--- config.mk ---
export PLATFORM = sky130hd
export DESIGN_NAME = multicycle_ctrl
export DESIGN_NICKNAME = d
export VERILOG_FILES = /design/src/rtl/multicycle_ctrl.sv
export SDC_FILE = /design/constraint.sdc
export NUM_CORES = 1
export LEC_CHECK = 0
export ABC_AREA = 1
export CAP_MARGIN = 20
export CORE_UTILIZATION = 25
export DETAILED_ROUTE_END_ITERATION = 16
export MAX_ROUTING_LAYER = met4
export PLACE_DENSITY = 0.44
export SLEW_MARGIN = 40
export SYNTH_ARGS = -nofsm -noshare
export SYNTH_HDL_FRONTEND = slang
export SYNTH_SLANG_ARGS = --single-unit
--- constraint.sdc ---
create_clock -name clk -period 2 [get_ports clk]
set_clock_uncertainty 0.1 [all_clocks]
set_input_delay 0.4 -clock clk [delete_from_list [all_inputs] [get_ports clk]]
set_output_delay 0.4 -clock clk [all_outputs]
set_load 0.005 [all_outputs]
--- src/rtl/multicycle_ctrl.sv ---
// multicycle_ctrl: FETCH/DECODE/EXEC/MEM/WB control FSM for the multi-cycle RV64I-subset datapath.
// Optional macro ILLEGAL_TRAP_EN: an illegal opcode parks the FSM in TRAP (illegal=1) until reset.
module multicycle_ctrl #(
  parameter int CNT_W    = 32,
  parameter int WAIT_MAX = 15
) (
  input  logic             clk,
  input  logic             reset,
  input  logic [6:0]       opcode,
  input  logic             zero,
  input  logic             mem_ready,
  output logic             mem_req,
  output logic             mem_we,
  output logic             ir_write,
  output logic             pc_write,
  output logic             pc_src,
  output logic             reg_write,
  output logic             mem_to_reg,
  output logic             alu_src,
  output logic [1:0]       alu_op,
  output logic [CNT_W-1:0] instr_count,
  output logic             mem_err,
  output logic             illegal
);

  localparam logic [6:0] OP_R      = 7'b0110011;
  localparam logic [6:0] OP_I      = 7'b0010011;
  localparam logic [6:0] OP_LOAD   = 7'b0000011;
  localparam logic [6:0] OP_STORE  = 7'b0100011;
  localparam logic [6:0] OP_BRANCH = 7'b1100011;

  localparam logic [1:0] ALU_ADD   = 2'b00;
  localparam logic [1:0] ALU_SUB   = 2'b01;
  localparam logic [1:0] ALU_FUNCT = 2'b10;

`ifdef ILLEGAL_TRAP_EN
  typedef enum logic [2:0] {S_FETCH, S_DECODE, S_EXEC, S_MEM, S_WB, S_TRAP} state_t;
`else
  typedef enum logic [2:0] {S_FETCH, S_DECODE, S_EXEC, S_MEM, S_WB} state_t;
`endif

  state_t state, state_next;

  logic is_r, is_i, is_load, is_store, is_branch, is_legal;
  logic stall, timeout, retire;

  assign is_r      = (opcode == OP_R);
  assign is_i      = (opcode == OP_I);
  assign is_load   = (opcode == OP_LOAD);
  assign is_store  = (opcode == OP_STORE);
  assign is_branch = (opcode == OP_BRANCH);
  assign is_legal  = is_r | is_i | is_load | is_store | is_branch;

  assign stall  = ((state == S_FETCH) || (state == S_MEM)) && !mem_ready;

  // A MEM instruction aborted by timeout never reaches a retire point.
  assign retire = (state == S_WB)
               || ((state == S_EXEC) && is_branch)
               || ((state == S_MEM) && is_store && mem_ready);

  // Stall counter exists only when a timeout is configured.
  if (WAIT_MAX > 0) begin : g_timeout
    localparam int WAIT_W = $clog2(WAIT_MAX + 1);
    logic [WAIT_W-1:0] wait_cnt;

    assign timeout = stall && (wait_cnt == WAIT_W'(WAIT_MAX));

    always_ff @(posedge clk) begin
      if (!reset) begin
        wait_cnt <= '0;
      end else if (stall && !timeout) begin
        wait_cnt <= wait_cnt + 1'b1;
      end else begin
        wait_cnt <= '0;
      end
    end
  end else begin : g_no_timeout
    assign timeout = 1'b0;
  end

  // NOTE: sequential state uses non-blocking (<=) so every register samples pre-edge values.
  always_ff @(posedge clk) begin
    if (!reset) begin
      state <= S_FETCH;
    end else begin
      state <= state_next;
    end
  end

  always_ff @(posedge clk) begin
    if (!reset) begin
      instr_count <= '0;
      mem_err     <= 1'b0;
    end else begin
      if (retire) begin
        instr_count <= instr_count + CNT_W'(1);
      end
      if (timeout) begin
        mem_err <= 1'b1;
      end
    end
  end

  // NOTE: every combinational output gets a default first, so no path can infer a latch.
  always_comb begin
    state_next = state;
    case (state)
      S_FETCH:  if (mem_ready) state_next = S_DECODE;
      S_DECODE: begin
        if (is_legal) begin
          state_next = S_EXEC;
        end else begin
`ifdef ILLEGAL_TRAP_EN
          state_next = S_TRAP;
`else
          state_next = S_FETCH;
`endif
        end
      end
      S_EXEC: begin
        if (is_r || is_i)             state_next = S_WB;
        else if (is_load || is_store) state_next = S_MEM;
        else                          state_next = S_FETCH;
      end
      S_MEM:    if (mem_ready) state_next = is_load ? S_WB : S_FETCH;
      S_WB:     state_next = S_FETCH;
`ifdef ILLEGAL_TRAP_EN
      S_TRAP:   state_next = S_TRAP;
`endif
      default:  state_next = S_FETCH;
    endcase
    if (timeout) state_next = S_FETCH;
  end

  always_comb begin
    mem_req    = 1'b0;
    mem_we     = 1'b0;
    ir_write   = 1'b0;
    pc_write   = 1'b0;
    pc_src     = 1'b0;
    reg_write  = 1'b0;
    mem_to_reg = 1'b0;
    alu_src    = 1'b0;
    alu_op     = ALU_ADD;
`ifdef ILLEGAL_TRAP_EN
    illegal    = 1'b0;
`endif
    // Holding reset low silences every control line, even mid-transaction.
    if (reset) begin
      case (state)
        S_FETCH: begin
          mem_req = 1'b1;
          if (mem_ready) begin
            ir_write = 1'b1;
            pc_write = 1'b1;
          end
        end
        S_EXEC, S_WB: begin
          // WB keeps the EXEC ALU setup so the result stays stable while written.
          if (is_r) begin
            alu_op = ALU_FUNCT;
          end else if (is_i) begin
            alu_src = 1'b1;
            alu_op  = ALU_FUNCT;
          end else if (is_load || is_store) begin
            alu_src = 1'b1;
          end else if (is_branch && (state == S_EXEC)) begin
            alu_op   = ALU_SUB;
            pc_src   = 1'b1;
            pc_write = zero;
          end
          if (state == S_WB) begin
            reg_write  = 1'b1;
            mem_to_reg = is_load;
          end
        end
        S_MEM: begin
          mem_req = 1'b1;
          mem_we  = is_store;
          alu_src = 1'b1;
        end
`ifdef ILLEGAL_TRAP_EN
        S_TRAP:  illegal = 1'b1;
`endif
        default: ;
      endcase
    end
  end

`ifndef ILLEGAL_TRAP_EN
  assign illegal = 1'b0;
`endif

endmodule

# Yosys cells after proc, flatten, opt, wreduce, memory -nomap -nowiden
# Index checks and enable logic that the tools add are counted.
[word_totals]
register_bits = 40
inputBits = 11
output_inout_bits = 44
[classes]
n_addsub = 2
eq_ne = 12
muxes = 43
bitwise = 5
n_reduce_logical = 19
[ops]
columns = ["op", "n"]
rows = [
  ["adder 32 x 1 -> 32 bit (second input constant)", 1],
  ["two-way mux 1 bit", 30],
  ["equality test 7 x 6 -> 1 bit (second input constant)", 2],
  ["two-way mux 2 bit", 6],
  ["two-way mux 3 bit", 4],
  ["case mux 3 bit (4 select lines)", 1],
  ["equality test 7 x 2 -> 1 bit (second input constant)", 1],
  ["equality test 7 x 5 -> 1 bit (second input constant)", 1],
  ["equality test 7 bit (second input constant)", 1],
  ["equality test 3 x 2 -> 1 bit (second input constant)", 2],
  ["logical AND 1 bit", 6],
  ["OR reduction 2 bit", 3],
  ["logical OR 1 bit", 5],
  ["adder 4 x 1 -> 4 bit (second input constant)", 1],
  ["equality test 4 bit (second input constant)", 1],
  ["inequality test 2 bit (second input constant)", 2],
  ["bitwise OR 1 bit", 4],
  ["case mux 1 bit (2 select lines)", 2],
  ["AND reduction 2 bit", 2],
  ["equality test 3 x 1 -> 1 bit (second input constant)", 1],
  ["equality test 3 bit (second input constant)", 1],
  ["logical NOT 3 bit", 1],
  ["logical NOT 1 bit", 2],
  ["NOT 1 bit", 1],
]

# Longest topological paths before layout
[logic_depth]
depth_word = 8
depth_mapped = 10
mapped_depth_nobuf = 10

# Least setup slack after synthesis
# OpenSTA, ideal clock, no wires.
[synth_timing]
kind = "input-to-output"
from = "in reset"
to = "out alu_op[0]"
arrival_ns = 1.251
setup_slack_ns = 0.249
stages = 4
path_cell_list = "buf_2 > clkinv_1 > nor3_1 > buf_4"
[synth_via]
elab_chain_len = 1
[synth_rtl]
columns = ["item", "line_no", "source"]
rows = [
  ["start, declared", "8", "input logic reset,"],
  ["two-way mux 2 bit", "149", "if (reset) begin"],
  ["end, declared", "20", "output logic [1:0] alu_op,"],
]
# Every way passes these cells.

# Worst setup path in the final report
[layout_timing]
from = "in opcode[2]"
to = "out alu_src"
[layout_via]
elab_chain_len = 7
elab_cells_between_ends = 10
[layout_rtl]
columns = ["item", "line_no", "source"]
rows = [
  ["start, declared", "9", "input logic [6:0] opcode,"],
  ["equality test 7 x 2 -> 1 bit / equality test 7 x 6 -> 1 bit (equally long branches)", "49, 50", ""],
  ["logical OR 1 bit", "165", "end else if (is_load || is_store) begin"],
  ["two-way mux 1 bit", "165", ""],
  ["two-way mux 1 bit", "162", "end else if (is_i) begin"],
  ["two-way mux 1 bit *", "160", "if (is_r) begin"],
  ["case mux 1 bit (2 select lines) *", "150", "case (state)"],
  ["two-way mux 1 bit *", "149", ""],
  ["end, declared", "19", "output logic alu_src,"],
]
# Mark *: on every way between the ends. The rest lies on a longest branch, timed or not.

==> run metrics <==
outcome=finished with violations; failing checks=setup timing; DRT iter0 DRCs=64; Crit Path Max Fanout=3; final hold violations=0; pin count of the biggest net entering global routing=20; TritonCTS Buffers=5; synth top area cells=dfxtp_1 31%, nand2_1 19%, nor2_1 10%; Die H=104 um; vias in the first global route=2791; Final Non-Filler Cells=650; Worst Path Required=1.50 ns; Worst-path clk slew=0.08 ns; ys async rst share=0%; routed length per instance=12.5 um; P_leak=1.40 nW; Core ar.=0.00991 mm2; Remaining DRCs=0; Max VDD drop=0.206 mV; Mapped Area=0.00260 mm2; Setup WS post-layout=-0.00333 ns; synthesis-stage register bit count=40; Synth Flop Type=dfxtp_1; CTS root buffer=clkbuf_8; via count=2848; # diodes=0; Setup TNS Final=-0.00333 ns; Netlist cell types=36; synthesis warning total=0; die footprint=0.0108 mm2; WL final=8.14 mm; critical path type=in2out; Critical Path AT=1.50 ns; initial core utilization=26.2%; CTS tree=built; post-synth top area cell=dfxtp_1; number of synthesized flops with an enable pin=0; first-pass GRT wire length=13.6 mm; Die Width=104 um; share of the synthesized area in the top cell type=30.8%; Syn Nets=430; pre-CTS setup slack=-0.643 ns; Hold Path Class=reg2reg; setup repair after global routing missed its margin=true; antenna violations before repair=0; Startpoint Class=input port; Cells after Synth=417; GRT Util Overall=15.9%; pwr dens=397 mW/mm2; First-pass DRT Iterations=4; grt total ovfl=0; mean post-synth cell area=6.23 um2; endpoints failing setup=1; hold buffer count at CTS=0; CTS H-tree depth=2; max_cap viols=0; sequential area share after synthesis=30.8%; Synth-to-Final Area Change=44.2%; most common cell after layout, fill and taps aside=nand2_1; IO Count=55; # nets final=529; share of cells above drive strength 1=25.1%; min cycle time layout=2.00 ns; FMAX=499 MHz; Placer Congestion=0.900; filler instances=1117; Placement Cell Area=0.00346 mm2; fin crit share=100%; antenna-violating nets left=0; maximum clock path buffer count=2; final core utilization=37.8%; most frequent cells in the layout=127 x nand2_1, 67 x nor2_1, 46 x buf_4; Critical Path Sink Type=output pin; num rows=36; clk_lat worst skew=0.29 ns; post-placement cell count=622; IO Port Bufs=53; fin area=0.00375 mm2; dpl hpwl=6.17 mm; Slew Limit Fails=0; clk sink count=40; vias per cell=4.38
==> cell usage after synthesis (2+ instances only) <==
library cell	number
a21oi_1	26
a21oi_2	7
buf_1	2
buf_4	2
buf_6	4
clkinv_1	2
dfxtp_1	40
ha_1	2
inv_1	31
inv_2	3
nand2_1	132
nand2_2	13
nand3_1	32
nand3_2	2
nand4_1	2
nor2_1	70
nor2_2	9
nor2_4	2
nor3_1	7
o211ai_1	2
o21ai_0	5
xnor2_1	2
xor2_1	7
==> logic make-up after synthesis <==
| logic type | synth area share [%] |
|---|---|
| buffers and inverters | 9.24 |
| other | 0.144 |
| and+or+nand+nor | 46.7 |
| xor gates and xnor gates | 3.03 |
| AOI/OAI and AO/OA | 9.14 |
| adders and majority gates | 0.962 |
| DFF | 30.8 |
==> state kept, by name, indices dropped and copies added (netlist names) <==
register,cells
g_timeout.wait_cnt,4
state,3
instr_count,32
mem_err,1
==> area by class of cell <==
class	count	area, um2	share of cell area, %
Multi-Input combinational cell	329	1650	43.9
Timing Repair Buffer	103	891	23.8
Sequential cell	40	805	21.5
Tap cell	133	166	4.44
Inverter	37	148	3.94
Clock buffer	6	82.6	2.20
Clock inverter	2	10.0	0.267
==> layer usage <==
metal	up-vias	track usage, %	wire, um
li1	1513	-	-
met1	1275	19.0	3850
met2	52	27.9	3960
met3	8	2.26	245
met4	0	3.78	82
met5	-	-	0
==> worst max-delay path, stage by stage <==
cell	delay, ns
clkdlybuf4s15_1	0.20
nor3_4	0.26
nand2_2	0.12
inv_2	0.10
o211ai_1	0.10
a21oi_1	0.18
buf_2	0.14
==> worst paths after layout <==
check                                 end  slack [ns]  cells after the start                   startpoint
max                               alu_src      -0.003                      7                    opcode[2]
min                  mem_err$_SDFFE_PN0P_        0.35                      2         mem_err$_SDFFE_PN0P_
max reg2reg  instr_count[28]$_SDFFE_PN0P_        0.23                      8  instr_count[9]$_SDFFE_PN0P_
min reg2reg          mem_err$_SDFFE_PN0P_        0.35                      2         mem_err$_SDFFE_PN0P_
==> through the flow <==
step                      hold slack [ns]  power, mW
after global routing                0.375       1.57
after floorplan                     0.318      0.861
after detailed placement            0.342      0.921
after CTS                           0.355       1.52
final                               0.353       1.49
after global placement              0.334      0.920
==> power breakdown <==
group          switching [mW]  internal, mW  leakage (nW)
Sequential            0.00255         0.799         0.324
Combinational          0.0603        0.0566          1.03
Clock                   0.295         0.276        0.0510
==> repair_timing <==
| action | CTS | global route |
|---|---|---|
| buffers inserted | 15 | 5 |
| endpoints found under the setup margin | 10 | 11 |
| gates resized for setup | 55 | 23 |
| pin swaps | 11 | 10 |
Note: power is estimated with default switching activity, not from simulation.
